--- src/rtl/fetch_pkg.sv ---
// Shared types and constants for the fetch PC unit: RV32I opcodes that the
// pre-decoder recognises, the fetch FSM state enum and the default reset PC.
package fetch_pkg;

   localparam logic [6:0]  OPC_BRANCH       = 7'b1100011;
   localparam logic [6:0]  OPC_JAL          = 7'b1101111;
   localparam logic [31:0] DEFAULT_RESET_PC = 32'h0000_0000;

   typedef enum logic [0:0] {
      RUN           = 1'b0,
      HOLD_REDIRECT = 1'b1
   } fetch_state_t;

endpackage

--- src/rtl/fetch_pc_unit_if.sv ---
// Fetch-side bundle between the PC unit (slave) and its environment (master).
// There is no valid/ready pair: inputs are sampled every cycle and
// instr_valid_o qualifies the fetched word.
interface fetch_pc_unit_if;
   logic        stall_i;
   logic        icache_stall_i;
   logic [31:0] instr_i;
   logic        take_branch_i;
   logic        mispredict_i;
   logic [31:0] correct_pc_i;
   logic [31:0] pc_o;
   logic [31:0] branch_pc_o;
   logic        is_branch_o;
   logic        pred_taken_o;
   logic        instr_valid_o;

   modport slave (
      input  stall_i, icache_stall_i, instr_i, take_branch_i, mispredict_i, correct_pc_i,
      output pc_o, branch_pc_o, is_branch_o, pred_taken_o, instr_valid_o
   );

   modport master (
      output stall_i, icache_stall_i, instr_i, take_branch_i, mispredict_i, correct_pc_i,
      input  pc_o, branch_pc_o, is_branch_o, pred_taken_o, instr_valid_o
   );
endinterface

--- src/rtl/fetch_predecode.sv ---
// Combinational RV32I pre-decode: flags conditional branches (and JAL when
// JAL_EN is set) and produces the sign-extended PC-relative immediate.
module fetch_predecode
   import fetch_pkg::*;
#(
   parameter bit JAL_EN = 1'b0
) (
   input  logic [31:0] instr_i,
   output logic        is_branch_o,
   output logic        is_jal_o,
   output logic [31:0] imm_o
);

   logic        is_b;
   logic [31:0] b_imm;
   logic [31:0] j_imm;

   always_comb begin
      is_b     = (instr_i[6:0] == OPC_BRANCH);
      is_jal_o = (instr_i[6:0] == OPC_JAL);
      b_imm    = {{20{instr_i[31]}}, instr_i[7], instr_i[30:25], instr_i[11:8], 1'b0};
      j_imm    = {{12{instr_i[31]}}, instr_i[19:12], instr_i[20], instr_i[30:21], 1'b0};
      imm_o    = is_jal_o ? j_imm : b_imm;
      is_branch_o = is_b | (is_jal_o & JAL_EN);
   end

endmodule

--- src/rtl/fetch_pc_unit.sv ---
// Fetch PC generator: owns the fetch address, steers to predicted branch
// targets and applies EX redirects. JAL pre-decode via FETCH_JAL_PREDECODE_EN.
module fetch_pc_unit
   import fetch_pkg::*;
#(
   parameter logic [31:0] RESET_PC = DEFAULT_RESET_PC
) (
   input  logic             clk,
   input  logic             rst,
   fetch_pc_unit_if.slave   bus,
   output fetch_state_t     state_dbg_o
);

`ifdef FETCH_JAL_PREDECODE_EN
   localparam bit JAL_EN = 1'b1;
`else
   localparam bit JAL_EN = 1'b0;
`endif

   fetch_state_t state_q, state_d;
   logic [31:0]  pc_q, pc_d;
   logic [31:0]  buf_q, buf_d;
   logic         pd_is_branch;
   logic         pd_is_jal;
   logic [31:0]  pd_imm;
   logic         instr_valid;
   logic         is_branch;
   logic         pred_taken;

   fetch_predecode #(.JAL_EN(JAL_EN)) u_predecode (
      .instr_i     (bus.instr_i),
      .is_branch_o (pd_is_branch),
      .is_jal_o    (pd_is_jal),
      .imm_o       (pd_imm)
   );

   // Decode outputs are qualified by instr_valid so wrong-path words never predict.
   always_comb begin
      instr_valid = (state_q == RUN) & ~bus.icache_stall_i & ~bus.mispredict_i & ~rst;
      is_branch   = instr_valid & pd_is_branch;
      pred_taken  = is_branch & (bus.take_branch_i | (pd_is_jal & JAL_EN));
   end

   always_comb begin
      state_d = state_q;
      pc_d    = pc_q;
      buf_d   = buf_q;
      case (state_q)
         RUN: begin
            if (bus.mispredict_i && !bus.icache_stall_i) begin
               pc_d = bus.correct_pc_i;
            end else if (bus.mispredict_i) begin
               buf_d   = bus.correct_pc_i;
               state_d = HOLD_REDIRECT;
            end else if (bus.stall_i || bus.icache_stall_i) begin
               pc_d = pc_q;
            end else if (pred_taken) begin
               pc_d = pc_q + pd_imm;
            end else begin
               pc_d = pc_q + 32'd4;
            end
         end
         HOLD_REDIRECT: begin
            if (bus.mispredict_i) begin
               buf_d = bus.correct_pc_i;
            end
            // A redirect arriving on the release cycle is the newest one.
            if (!bus.icache_stall_i) begin
               pc_d    = bus.mispredict_i ? bus.correct_pc_i : buf_q;
               state_d = RUN;
            end
         end
         default: state_d = RUN;
      endcase
   end

   always_ff @(posedge clk) begin
      if (rst) begin
         state_q <= RUN;
         pc_q    <= RESET_PC;
         buf_q   <= 32'd0;
      end else begin
         state_q <= state_d;
         pc_q    <= pc_d;
         buf_q   <= buf_d;
      end
   end

   assign bus.pc_o          = pc_q;
   assign bus.branch_pc_o   = pc_q;
   assign bus.is_branch_o   = is_branch;
   assign bus.pred_taken_o  = pred_taken;
   assign bus.instr_valid_o = instr_valid;
   assign state_dbg_o       = state_q;

endmodule
--- src/flat_wrapper.sv ---
// flat-port wrapper written by rule: the top's interface ports become plain ports
module fetch_pc_unit_flat import fetch_pkg::*;
#(
   parameter logic [31:0] RESET_PC = DEFAULT_RESET_PC
)
  (clk, rst, state_dbg_o, bus_stall_i, bus_icache_stall_i, bus_instr_i, bus_take_branch_i, bus_mispredict_i, bus_correct_pc_i, bus_pc_o, bus_branch_pc_o, bus_is_branch_o, bus_pred_taken_o, bus_instr_valid_o);
  fetch_pc_unit_if bus_i ();
  input  logic clk;
  input  logic rst;
  output fetch_state_t state_dbg_o;
  input wire logic [$bits(bus_i.stall_i)-1:0] bus_stall_i;
  input wire logic [$bits(bus_i.icache_stall_i)-1:0] bus_icache_stall_i;
  input wire logic [$bits(bus_i.instr_i)-1:0] bus_instr_i;
  input wire logic [$bits(bus_i.take_branch_i)-1:0] bus_take_branch_i;
  input wire logic [$bits(bus_i.mispredict_i)-1:0] bus_mispredict_i;
  input wire logic [$bits(bus_i.correct_pc_i)-1:0] bus_correct_pc_i;
  output wire logic [$bits(bus_i.pc_o)-1:0] bus_pc_o;
  output wire logic [$bits(bus_i.branch_pc_o)-1:0] bus_branch_pc_o;
  output wire logic [$bits(bus_i.is_branch_o)-1:0] bus_is_branch_o;
  output wire logic [$bits(bus_i.pred_taken_o)-1:0] bus_pred_taken_o;
  output wire logic [$bits(bus_i.instr_valid_o)-1:0] bus_instr_valid_o;
  assign bus_i.stall_i = bus_stall_i;
  assign bus_i.icache_stall_i = bus_icache_stall_i;
  assign bus_i.instr_i = bus_instr_i;
  assign bus_i.take_branch_i = bus_take_branch_i;
  assign bus_i.mispredict_i = bus_mispredict_i;
  assign bus_i.correct_pc_i = bus_correct_pc_i;
  assign bus_pc_o = bus_i.pc_o;
  assign bus_branch_pc_o = bus_i.branch_pc_o;
  assign bus_is_branch_o = bus_i.is_branch_o;
  assign bus_pred_taken_o = bus_i.pred_taken_o;
  assign bus_instr_valid_o = bus_i.instr_valid_o;
  fetch_pc_unit #(.RESET_PC(RESET_PC)) u_core (.clk(clk), .rst(rst), .bus(bus_i), .state_dbg_o(state_dbg_o));
endmodule
--- config.mk ---
export PLATFORM = sky130hd
export DESIGN_NAME = fetch_pc_unit_flat
export DESIGN_NICKNAME = d
export VERILOG_FILES = /design/src/rtl/fetch_pkg.sv /design/src/rtl/fetch_pc_unit_if.sv /design/src/rtl/fetch_predecode.sv /design/src/rtl/fetch_pc_unit.sv /design/src/flat_wrapper.sv
export SDC_FILE = /design/constraint.sdc
export NUM_CORES = 1
export LEC_CHECK = 0
export BUFFER_PORTS_ARGS = -buffer_cell sky130_fd_sc_hd__buf_4
export CAP_MARGIN = 30
export CORE_ASPECT_RATIO = 0.8
export CORE_MARGIN = 8
export CORE_UTILIZATION = 45
export DETAILED_ROUTE_END_ITERATION = 8
export PLACE_DENSITY = 0.69
export RECOVER_POWER = 100
export SYNTH_ARGS = -nofsm -noshare
export SYNTH_HDL_FRONTEND = slang
export SYNTH_SLANG_ARGS = --single-unit
export TNS_END_PERCENT = 30
--- constraint.sdc ---
create_clock -name clk -period 7.6 [get_ports clk]
set_clock_uncertainty 0.1 [all_clocks]
set_input_delay 2.28 -clock clk [delete_from_list [all_inputs] [get_ports clk]]
set_output_delay 2.28 -clock clk [all_outputs]
set_load 0.1 [all_outputs]
==> impl_metrics.tcl <==
set metrics [dict create \
    antenna_found_initial 0 \
    max_freq_mhz 144.8 \
    ys_ff_latch 65 \
    total_power_mw 1.365 \
    worst_slew_pin_slew_ps 1927 \
    cap_violations 2 \
    synth_area_um2 5729 \
    crit_type "in2out" \
    swShare 0.4420 \
    initial_utilization 0.4533 \
    design_area_um2 6664 \
    synth_nets 922 \
    layout-drive-gt1-share 0.1237 \
    slew_headroom -0.2850 \
    postCtsHoldBufs 0 \
    final_cell_mix "131 x nand2_1, 116 x a21oi_1, 75 x buf_4" \
    status "complete, but fails checks" \
    postCtsSetupRepairBufs 0 \
    row_count 37 \
    crit_path_end_kind "primary output" \
    firstDrtPassIters 5 \
    grt_pass1_wl_um 29590 \
    post-route-min-period_ps 6904 \
    initialDrtViolationCount 465 \
    drc_errors 0 \
    synth_ff_type "dfxtp_1" \
    hold_path_class "reg2reg" \
    clockBufferDepth 2 \
    first_global_vias 5655 \
    cp.arrival_ps 4520 \
    fin_crit_sh 0.9084 \
    path_clk_slew_ps 60 \
    whs_path_depth 2 \
    final_cell_count_no_fill 1072 \
    synth_warnings 0 \
    synth_fa_ha_area_frac 0.07775 \
    seq_area_um2 1301 \
    cts_resized 0 \
    combinationalPowerShare 0.394 \
    clk_latency_ps 330 \
    grt_max_degree 71 \
    yosys.area.top_type "dfxtp_1" \
    grt_setup_unrepaired "false" \
    maxSlewViolCount 117 \
    via_per_inst 5.665 \
    cp-start-kind "input pin" \
    cellLeakagePower_nw 2.727 \
    switching_power_uw 603.4 \
    die-height_um 116.9 \
    vdd.ir_drop.worst_mv 0.09765 \
    hpwlAfterDp_um 13750 \
    ys_types 58 \
    layout_commonest_cell "nand2_1" \
    dieArea_um2 16620 \
    setup_viol_count_final 0 \
    fin_nets 997 \
    portBuffers 137 \
    violations "capacitance limit, slew limit" \
    reg2reg_depth 8 \
    synth-edff-count 0 \
    syn_inst 817 \
    yosys.area_share.xor_xnor 0.07338 \
    power_frac_clock 0.314 \
    vias 6073 \
    synthTopCellsByArea "dfxtp_1 23%, a21oi_1 10%, nand2_1 8.6%" \
    cts_max_level 3 \
    syn2layout_area_growth_pct 16.31 \
    multi_input_area_um2 3963 \
    seq_area_frac_synth 0.2271 \
    wl_per_cell_um 17.36 \
    cts.sinks 65 \
    internal_power_uw 761.8 \
    powerDensity_nw_per_um2 204.9 \
    dp.cells 1056 \
    sequentialPowerShare 0.293 \
    worstPathMaxFanout 70 \
    cts_made_buffers 9 \
    dieWidth_um 142.2 \
    setup_tns_ps 0 \
    drt_wl_total_um 18610 \
    hold_viol_final 0 \
    antennaDiodeCount 0 \
    synth_simple_gate_area_frac 0.2444 \
    cts-root-buf "clkbuf_16" \
    synth_compound_area_frac 0.2745 \
    placed_area_um2 6634 \
    core_um2 12640 \
    tritoncts "done" \
    async_reset_ff_frac 0 \
    place.gp.congestion 0.8915 \
    ios 138 \
    fillers 1323 \
    ant_nets 0 \
    grt_use_total 0.2197 \
    synth_top_family_by_area "compound AO/OA/AOI/OAI gates" \
    required_ps 5220 \
    syn_area_per_cell_um2 7.013 \
    overflow 0 \
    muxShareOfSynthArea 0.01856 \
    yosys.area.top_type_share 0.2271 \
    holdWs_ps 355.4 \
]
-- power groups by stage --
stage / Clock (mW) / Sequential [mW] / Combinational [mW]
after floorplan: 0 / 0.495 / 0.342
after global placement: 0 / 0.406 / 0.554
after detailed placement: 0 / 0.407 / 0.555
after CTS: 0.430 / 0.399 / 0.558
after global routing: 0.440 / 0.404 / 0.577
final: 0.428 / 0.400 / 0.537
-- cell type report --
cell class | count | share of cell area
Sequential cell | 65 | 0.1953
Timing Repair Buffer | 144 | 0.1241
Multi-Input combinational cell | 658 | 0.5946
Inverter | 14 | 0.007886
Clock inverter | 7 | 0.01145
Tap cell | 175 | 0.03286
Clock buffer | 9 | 0.03380
-- layer usage --
metal / up-vias / wire length (um) / GRT usage
li1: 3030 / - / -
met1: 2764 / 9179 / 0.3229
met2: 264 / 7549 / 0.3192
met3: 15 / 1703 / 0.04540
met4: 0 / 173 / 0.04996
met5: - / 0 / 0
-- state kept, by name, summed over array words and instances (netlist names) --
register,count
u_core.buf_q,32
u_core.bus.branch_pc_o,32
u_core.state_dbg_o,1
-- path summary, 6_finish.rpt --
kind / end / slack (ps) / startpoint
max: bus_instr_valid_o / 700 / rst
min reg2reg: u_core.buf_q[4] / 360 / u_core.buf_q[4]
max reg2reg: u_core.bus.branch_pc_o[16] / 3780 / u_core.state_dbg_o
min: u_core.buf_q[4] / 360 / u_core.buf_q[4]
-- kinds of logic (layout without fill, tap and decap cells) --
kind of cell / Yosys count / in the layout
compound gates: 259 / 259
xor+xnor: 48 / 48
fa+ha+maj: 35 / 35
buf+inv: 94 / 174
flops: 65 / 65
mux: 10 / 10
simple gates: 306 / 306
-- synthesized netlist by cell type (4+ instances only) --
library cell	n
buf_1	7
buf_2	4
o21bai_1	4
a21oi_1	117
buf_4	33
o21a_1	5
nor3_1	29
mux2i_1	5
o211ai_1	8
and4_1	4
nand2_1	131
a221oi_1	4
clkbuf_1	35
inv_1	14
a21o_1	22
xor2_1	18
o21ai_0	41
and3_1	10
nand4_1	11
mux2_2	5
nor2b_1	14
dfxtp_1	65
nor2_1	68
xnor2_1	30
a311oi_1	5
a31oi_1	9
nand3_1	17
ha_1	34
a211oi_1	18
-- metrics by stage --
| stage | utilization | setup slack, ps |
|---|---|---|
| after floorplan | - | 62.03 |
| after global placement | 0.5237 | 1086 |
| after detailed placement | 0.5249 | 1023 |
| after CTS | 0.5488 | 1323 |
| after global routing | 0.5273 | 601.5 |
| final | 0.5273 | 696.0 |
-- worst max-delay path: stages --
cell	delay, ps
clkbuf_2	790
nor4_4	540
clkbuf_1	910
Power figures use the tool's default switching activity.
